File: config.mk
export PLATFORM = sky130hd
export DESIGN_NAME = lsq_moment_acc
export DESIGN_NICKNAME = d
export VERILOG_FILES = /design/src/rtl/lsq_moment_acc.sv
export SDC_FILE = /design/constraint.sdc
export NUM_CORES = 2
export LEC_CHECK = 0
export ABC_AREA = 1
export CORE_MARGIN = 4
export CORE_UTILIZATION = 45
export DETAILED_ROUTE_END_ITERATION = 10
export PLACE_DENSITY_LB_ADDON = 0.3
export SLEW_MARGIN = 20
export SYNTH_ARGS = -nofsm -noshare
export SYNTH_HDL_FRONTEND = slang
export SYNTH_SLANG_ARGS = --single-unit
File: constraint.sdc
create_clock -name clk -period 5.7 [get_ports clk]
set_input_delay 0.57 -clock clk [delete_from_list [all_inputs] [get_ports clk]]
set_output_delay 0.57 -clock clk [all_outputs]
set_load 0.1 [all_outputs]
File: src/rtl/lsq_moment_acc.sv
// Streaming power-sum accumulator for least-squares polynomial fitting.
// Produces sum(x^k) for k = 0..2*DEG and sum(x^k * y) for k = 0..DEG over a programmable run.
module lsq_moment_acc #(
   parameter int DEG   = 2,
   parameter int XW    = 12,
   parameter int YW    = 16,
   parameter int ACC_W = 64,
   parameter int CNT_W = 10
) (
   input  logic                        clk,
   input  logic                        rst_n,
   input  logic                        start,
   input  logic [CNT_W-1:0]            n_samples,
   input  logic                        abort,
   input  logic                        in_valid,
   output logic                        in_ready,
   input  logic [XW-1:0]               xi,
   input  logic [YW-1:0]               yi,
   output logic                        out_valid,
   output logic                        busy,
   output logic [CNT_W-1:0]            count,
   output logic [(2*DEG+1)*ACC_W-1:0]  sx,
   output logic [(DEG+1)*ACC_W-1:0]    sxy,
   output logic                        ovf
);

   localparam int NX   = 2*DEG + 1;
   localparam int NY   = DEG + 1;
   localparam int MAXW = 2*DEG*XW + YW;
   // One guard bit above the widest of term and accumulator, so carries out of ACC_W are visible.
   localparam int SW   = ((MAXW > ACC_W) ? MAXW : ACC_W) + 1;

   typedef enum logic [1:0] {IDLE, ACC, DONE} state_t;

   state_t           state, state_next;
   logic [CNT_W-1:0] n_lat;
   logic [CNT_W-1:0] count_q;
   logic [CNT_W-1:0] count_inc;
   logic [ACC_W-1:0] sx_q  [NX];
   logic [ACC_W-1:0] sxy_q [NY];
   logic             ovf_q;
   logic             start_ok;
   logic             accept;
   logic             last;

   logic [SW-1:0]    x_ext;
   logic [SW-1:0]    y_ext;
   logic [SW-1:0]    pw      [NX];
   logic [SW-1:0]    xyt     [NY];
   logic [SW-1:0]    sx_sum  [NX];
   logic [SW-1:0]    sxy_sum [NY];
   logic [NX-1:0]    sx_ovf;
   logic [NY-1:0]    sxy_ovf;

   assign start_ok  = (state == IDLE) && start;
   assign accept    = (state == ACC) && in_valid && !abort;
   assign count_inc = count_q + CNT_W'(1);
   assign last      = (count_inc == n_lat);

   // Exact powers and products, then wide sums whose bits above ACC_W flag overflow.
   always_comb begin
      x_ext = SW'(xi);
      y_ext = SW'(yi);
      pw[0] = SW'(1);
      for (int k = 1; k < NX; k++) begin
         pw[k] = pw[k-1] * x_ext;
      end
      for (int k = 0; k < NX; k++) begin
         sx_sum[k] = SW'(sx_q[k]) + pw[k];
         sx_ovf[k] = |sx_sum[k][SW-1:ACC_W];
      end
      for (int k = 0; k < NY; k++) begin
         xyt[k]     = pw[k] * y_ext;
         sxy_sum[k] = SW'(sxy_q[k]) + xyt[k];
         sxy_ovf[k] = |sxy_sum[k][SW-1:ACC_W];
      end
   end

   always_ff @(posedge clk or negedge rst_n) begin
      if (!rst_n) begin
         state <= IDLE;
      end else begin
         state <= state_next;
      end
   end

   always_comb begin
      state_next = state;
      case (state)
         IDLE: if (start) state_next = (n_samples != '0) ? ACC : DONE;
         ACC: begin
            if (abort) begin
               state_next = IDLE;
            end else if (accept && last) begin
               state_next = DONE;
            end
         end
         DONE:    state_next = IDLE;
         default: state_next = IDLE;
      endcase
   end

   // An abort landing in DONE suppresses the pulse that would otherwise fire that cycle.
   always_comb begin
      in_ready  = (state == ACC);
      busy      = (state != IDLE);
      out_valid = (state == DONE) && !abort;
   end

   always_ff @(posedge clk or negedge rst_n) begin
      if (!rst_n) begin
         n_lat   <= '0;
         count_q <= '0;
         ovf_q   <= 1'b0;
         for (int k = 0; k < NX; k++) sx_q[k] <= '0;
         for (int k = 0; k < NY; k++) sxy_q[k] <= '0;
      end else if (start_ok) begin
         n_lat   <= n_samples;
         count_q <= '0;
         ovf_q   <= 1'b0;
         for (int k = 0; k < NX; k++) sx_q[k] <= '0;
         for (int k = 0; k < NY; k++) sxy_q[k] <= '0;
      end else if (accept) begin
         count_q <= count_inc;
         ovf_q   <= ovf_q | (|sx_ovf) | (|sxy_ovf);
         for (int k = 0; k < NX; k++) sx_q[k] <= sx_sum[k][ACC_W-1:0];
         for (int k = 0; k < NY; k++) sxy_q[k] <= sxy_sum[k][ACC_W-1:0];
      end
   end

   assign count = count_q;
   assign ovf   = ovf_q;

   for (genvar g = 0; g < NX; g++) begin : g_sx
      assign sx[g*ACC_W +: ACC_W] = sx_q[g];
   end
   for (genvar g = 0; g < NY; g++) begin : g_sxy
      assign sxy[g*ACC_W +: ACC_W] = sxy_q[g];
   end

endmodule

# Word level (Yosys, flattened, before mapping)
# Cells that the tools add are included.
[word_totals] regBits=535 in_bits=43 output_inout_bits=526 word_cells=59
[op_classes] n_addsub=9 n_mul=5 n_eq_ne=5 mux=13 bitwise_logic=2 n_reduce_logical=13
[op_table] op="320-bit 2-to-1 mux" n=2
[op_table] op="192-bit 2-to-1 mux" n=2
[op_table] op="64-bit by 1-bit adder with 65-bit output, second input constant" n=1
[op_table] op="64-bit by 12-bit adder with 65-bit output" n=1
[op_table] op="64-bit by 16-bit adder with 65-bit output" n=1
[op_table] op="64-bit by 24-bit adder with 65-bit output" n=1
[op_table] op="64-bit by 28-bit adder with 65-bit output" n=1
[op_table] op="64-bit by 36-bit adder with 65-bit output" n=1
[op_table] op="64-bit by 40-bit adder with 65-bit output" n=1
[op_table] op="64-bit by 48-bit adder with 65-bit output" n=1
[op_table] op="36-bit by 12-bit multiplier with 48-bit output" n=1
[op_table] op="24-bit by 16-bit multiplier with 40-bit output" n=1
[op_table] op="24-bit by 12-bit multiplier with 36-bit output" n=1
[op_table] op="12-bit by 16-bit multiplier with 28-bit output" n=1
[op_table] op="12-bit by 12-bit multiplier with 24-bit output" n=1
[op_table] op="10-bit 2-to-1 mux" n=2
[op_table] op="10-bit by 1-bit adder with 10-bit output, second input constant" n=1
[op_table] op="10-bit equality test" n=1
[op_table] op="10-bit nonzero test" n=1
[op_table] op="2-bit 2-to-1 mux" n=4
[op_table] op="1-bit logical AND" n=5
[op_table] op="5-bit OR reduction" n=1
[op_table] op="2-bit one-hot mux with 2 select lines" n=1
[op_table] op="2-bit nonzero test" n=2
[op_table] op="other kinds (10)" n=12

# Depth between registers and ports, before layout
[depth] depth_word=9 ltp_mapped=72 depth_no_buf=69

# Worst setup path before layout
# No wires, ideal clock.
[synth_timing] kind="input-to-reg" start="input port xi[9]" end="register sx_q (netlist bit sx[318])" setup_ns=0.120 t_arrival_ns=13.582 t_required_ns=5.580 path_slack_ns=-8.003 path_stages=68 path_buffers=4 cell_sequence="clkbuf_1 clkbuf_1 buf_1 nand2_1 fa_1 inv_1 fa_1 inv_1 fa_1 inv_1 fa_1 inv_1 fa_1 inv_1 ha_1 a21oi_2 o21a_1 inv_1 [32 not listed] fa_1 inv_1 fa_1 fa_1 ha_1 nand2_1 nor2_1 inv_1 nor2_1 inv_1 nor3_1 nand2_1 nand2_1 nand2_1 nand2_1 nand2_1 nand4_1 nand2_1"
[synth_between] elab_chain_len=6
[synth_rtl] element="from (decl)" line_no="17" source="input logic [XW-1:0] xi,"
[synth_rtl] element="12-bit by 12-bit multiplier with 24-bit output" line_no="66" source="pw[k] = pw[k-1] * x_ext;"
[synth_rtl] element="24-bit by 12-bit multiplier with 36-bit output" line_no="66"
[synth_rtl] element="36-bit by 12-bit multiplier with 48-bit output *" line_no="66"
[synth_rtl] element="64-bit by 48-bit adder with 65-bit output *" line_no="69" source="sx_sum[k] = SW'(sx_q[k]) + pw[k];"
[synth_rtl] element="320-bit 2-to-1 mux *" line_no="123" source="end else if (accept) begin"
[synth_rtl] element="320-bit 2-to-1 mux *" line_no="117" source="end else if (start_ok) begin"
[synth_rtl] element="to (decl)" line_no="39" source="logic [ACC_W-1:0] sx_q [NX];"
# Every way passes the cells marked *; elsewhere a longest branch is shown, timed or not. The select of a mux whose other input is x is not followed.
# A chain may end at the register's enable or synchronous reset.

# Worst setup path after layout
[layout_timing] start="input port xi[11]" end="register sx_q (netlist bit sx[304])"
# The elaborated chain is that of the path after synthesis.

==> flow_summary.toml <==
[global_routing]
gr-total-overflow = 0
grt_pass1_vias = 85900
grt_max_degree = 141
antenna_found_initial = 15
grt_use_total = 0.353
grt_pass1_wl_um = 518000

[floorplan]
fp.dieH_um = 438
floorplan.rows = 157
die_x_um = 438
dieArea_um2 = 191000
start_util = 0.453
core_area_um2 = 183000
ios = 569

[clock_tree]
root_buffer = "clkbuf_16"
cts_tree = "built"
clk_pin_slew_worst_paths_ns = 0.07
cts_inserted_buffers = 72
clk_latency_ns = 0.71
cts_max_level = 3
cts_sinks = 535
clk_path_buf_depth = 3

[synthesis]
ys_seq_area_frac = 0.161
ys_top_cells_by_area = "fa_1 28%, dfrtp_1 16%, nand2_1 13%"
synthArstFlopShare = 1.00
yosysTopAreaCell = "fa_1"
netlist_area_um2 = 83000
avgSynthCellArea_um2 = 7.24
synth_edf_count = 0
synth.most_common_cell = "nand2_1"
ys_types = 74
synth_cells = 11500
synth_top_area_frac = 0.283
synth_common_cells = "2875 x nand2_1, 2323 x inv_1, 1254 x nor2_1"
synthFlopType = "dfrtp_1"
yosysWarnings = 0
synth_seq_cells = 535

[worst_hold_path]
hold_depth = 3
hold_start = "n_samples[2]"
hold_path_end = "n_lat[2]"
hold_path.class = "input port to flip-flop"

[cells_and_area]
fill_cells = 16500
regArea_um2 = 13400
area_growth_syn_to_layout_pct = 32.5
nets = 14900
multiInputGateArea_um2 = 64500
drive_gt1_frac = 0.210

[routing]
avgRoutedWirePerCell_um = 21.7
vias_per_cell = 5.36
drt_iter0_drc = 7149
drc = 0
totalWireLength_um = 341000
vias = 84200
drt-pass1-iter-count = 6
ant_nets = 0

[sta]
clock_skew_ns = 0.0488
whs_ns = 0.457
rsz0062_at_grt = "true"
period_minus_slack_ns = 12.67
min_period_over_period = 2.22
setup_viol = 273
slew_violations = 0
relSlewSlack = 0.179
max_freq_mhz = 78.9
final_hold_viol_count = 0
layout_setup_ws_ns = -6.97
worstMarginPinSlew_ns = 1.23

[outcome]
violations = "negative setup slack"
run_status = "finished, violations left"

[worst_setup_path]
reg2regPathDepth = 22
slowest_delay_ns = 0.55
worst_r2r_startpoint = "sxy[144]"
cp.required_ns = 6.28
critPathSlowestCell = "fa_1"
arrival_ns = 13.24
critPathLaunchType = "input port"
worst_r2r_endpoint = "sxy[159]"
cp_common_cell = "fa_1"
worst_setup_path_end_kind = "flip-flop"
r2r_slack_ns = 0.53
cp_max_fo = 7
path_class = "input port to flip-flop"

[placement]
place.gp.congestion = 1.01
dp_hpwl_um = 277000
portBuffers = 568
place_ws_ns = -7.99

[run]
drv_cap = 0
-- per-layer routing --
layer | up-vias | share of wire | track usage
met5 | - | 0.00020 | 0
met4 | 6 | 0.058 | 0.165
met3 | 743 | 0.090 | 0.0734
met2 | 3540 | 0.44 | 0.552
met1 | 41300 | 0.41 | 0.471
li1 | 38600 | - | -
-- sequential cells by signal (all words and copies together) (netlist names) --
register / flops
count: 10
state: 2
sxy: 192
n_lat: 10
sx: 320
ovf: 1
-- placed cells by master, fill, tap and decap left out, types with 41 or more instances in the layout --
cell type | synthesis | routed
nand2_1 | 2875 | 2610
buf_6 | 7 | 118
a21oi_1 | 555 | 451
clkbuf_16 | 0 | 72
clkdlybuf4s50_1 | 0 | 513
nand2_2 | 63 | 211
ha_1 | 515 | 423
dfrtp_1 | 535 | 535
buf_12 | 0 | 54
nor4_1 | 51 | 43
nand2_4 | 8 | 116
a21oi_4 | 0 | 47
inv_1 | 2323 | 2177
nand3_1 | 375 | 330
a21oi_2 | 10 | 67
buf_4 | 7 | 1271
o21ai_0 | 435 | 337
nor3_1 | 165 | 154
nor2_4 | 7 | 89
fa_1 | 1172 | 1134
nor2_1 | 1254 | 1086
ha_4 | 0 | 88
o21ai_2 | 9 | 41
o21ai_1 | 56 | 108
nand4_1 | 186 | 186
nor2_2 | 9 | 95
inv_2 | 48 | 164
-- timing repair --
item                                   in CTS  in global routing
resized for setup                         777                359
setup endpoints to repair                 279                285
buffers inserted                          133                 47
endpoints found under the hold margin      75                  0
hold buffers                                1                  0
pin swaps                                 348                223
cloned                                      3                  0
-- how the worst max path moves through the flow --
stage	start	end	slack, ns	cells past startpoint
floorplan	xi[9]	sx[318]	-7.10	68
global placement	xi[3]	sx[290]	-7.95	59
detailed placement	xi[1]	sx[299]	-7.99	59
CTS	xi[11]	sx[312]	-6.79	65
global route	xi[11]	sx[299]	-7.43	62
finish	xi[11]	sx[304]	-6.97	64
-- through the flow --
step | area, um2 | TNS [ns] | cells | util
6_report | 110000 | -897.80 | 15700 | 0.600
5_1_grt | 110000 | -999.10 | 15700 | 0.600
4_1_cts | 108000 | -863.73 | 15600 | 0.592
3_5_place_dp | 102000 | -1142.85 | 15400 | 0.556
3_3_place_gp | 102000 | -1129.82 | 15400 | 0.556
2_1_floorplan | 85400 | -851.38 | 11500 | -
-- critical path: cells and delay by family --
family | cells | cell delay [ns]
compound gates | 7 | 0.88
fa+ha+maj | 18 | 8.28
buf+inv | 18 | 1.27
simple gates | 21 | 2.20
-- cell type report --
| cell class | instances | share of cell area |
|---|---|---|
| flip-flops and latches | 535 | 0.122 |
| repair buffers | 1977 | 0.158 |
| diodes | 5 | 0.000114 |
| inverters | 2384 | 0.0828 |
| repair inverters | 1 | 0.0000682 |
| well taps | 2464 | 0.0280 |
| multi-input cells | 8203 | 0.586 |
| clock buffers | 101 | 0.0186 |
| clock inverters | 29 | 0.00486 |
-- logic make-up after synthesis --
group                      Yosys count  synth area share
and+or+nand+nor                   5125             0.257
other                                1         0.0000452
buffers and inverters             2729             0.126
adders and majority gates         1687             0.360
xor gates and xnor gates            62           0.00672
DFF                                535             0.161
AOI/OAI and AO/OA                 1326            0.0887
Power is not shown: default switching activity piles up to over one toggle a cycle in this logic, so the estimate is an artifact.
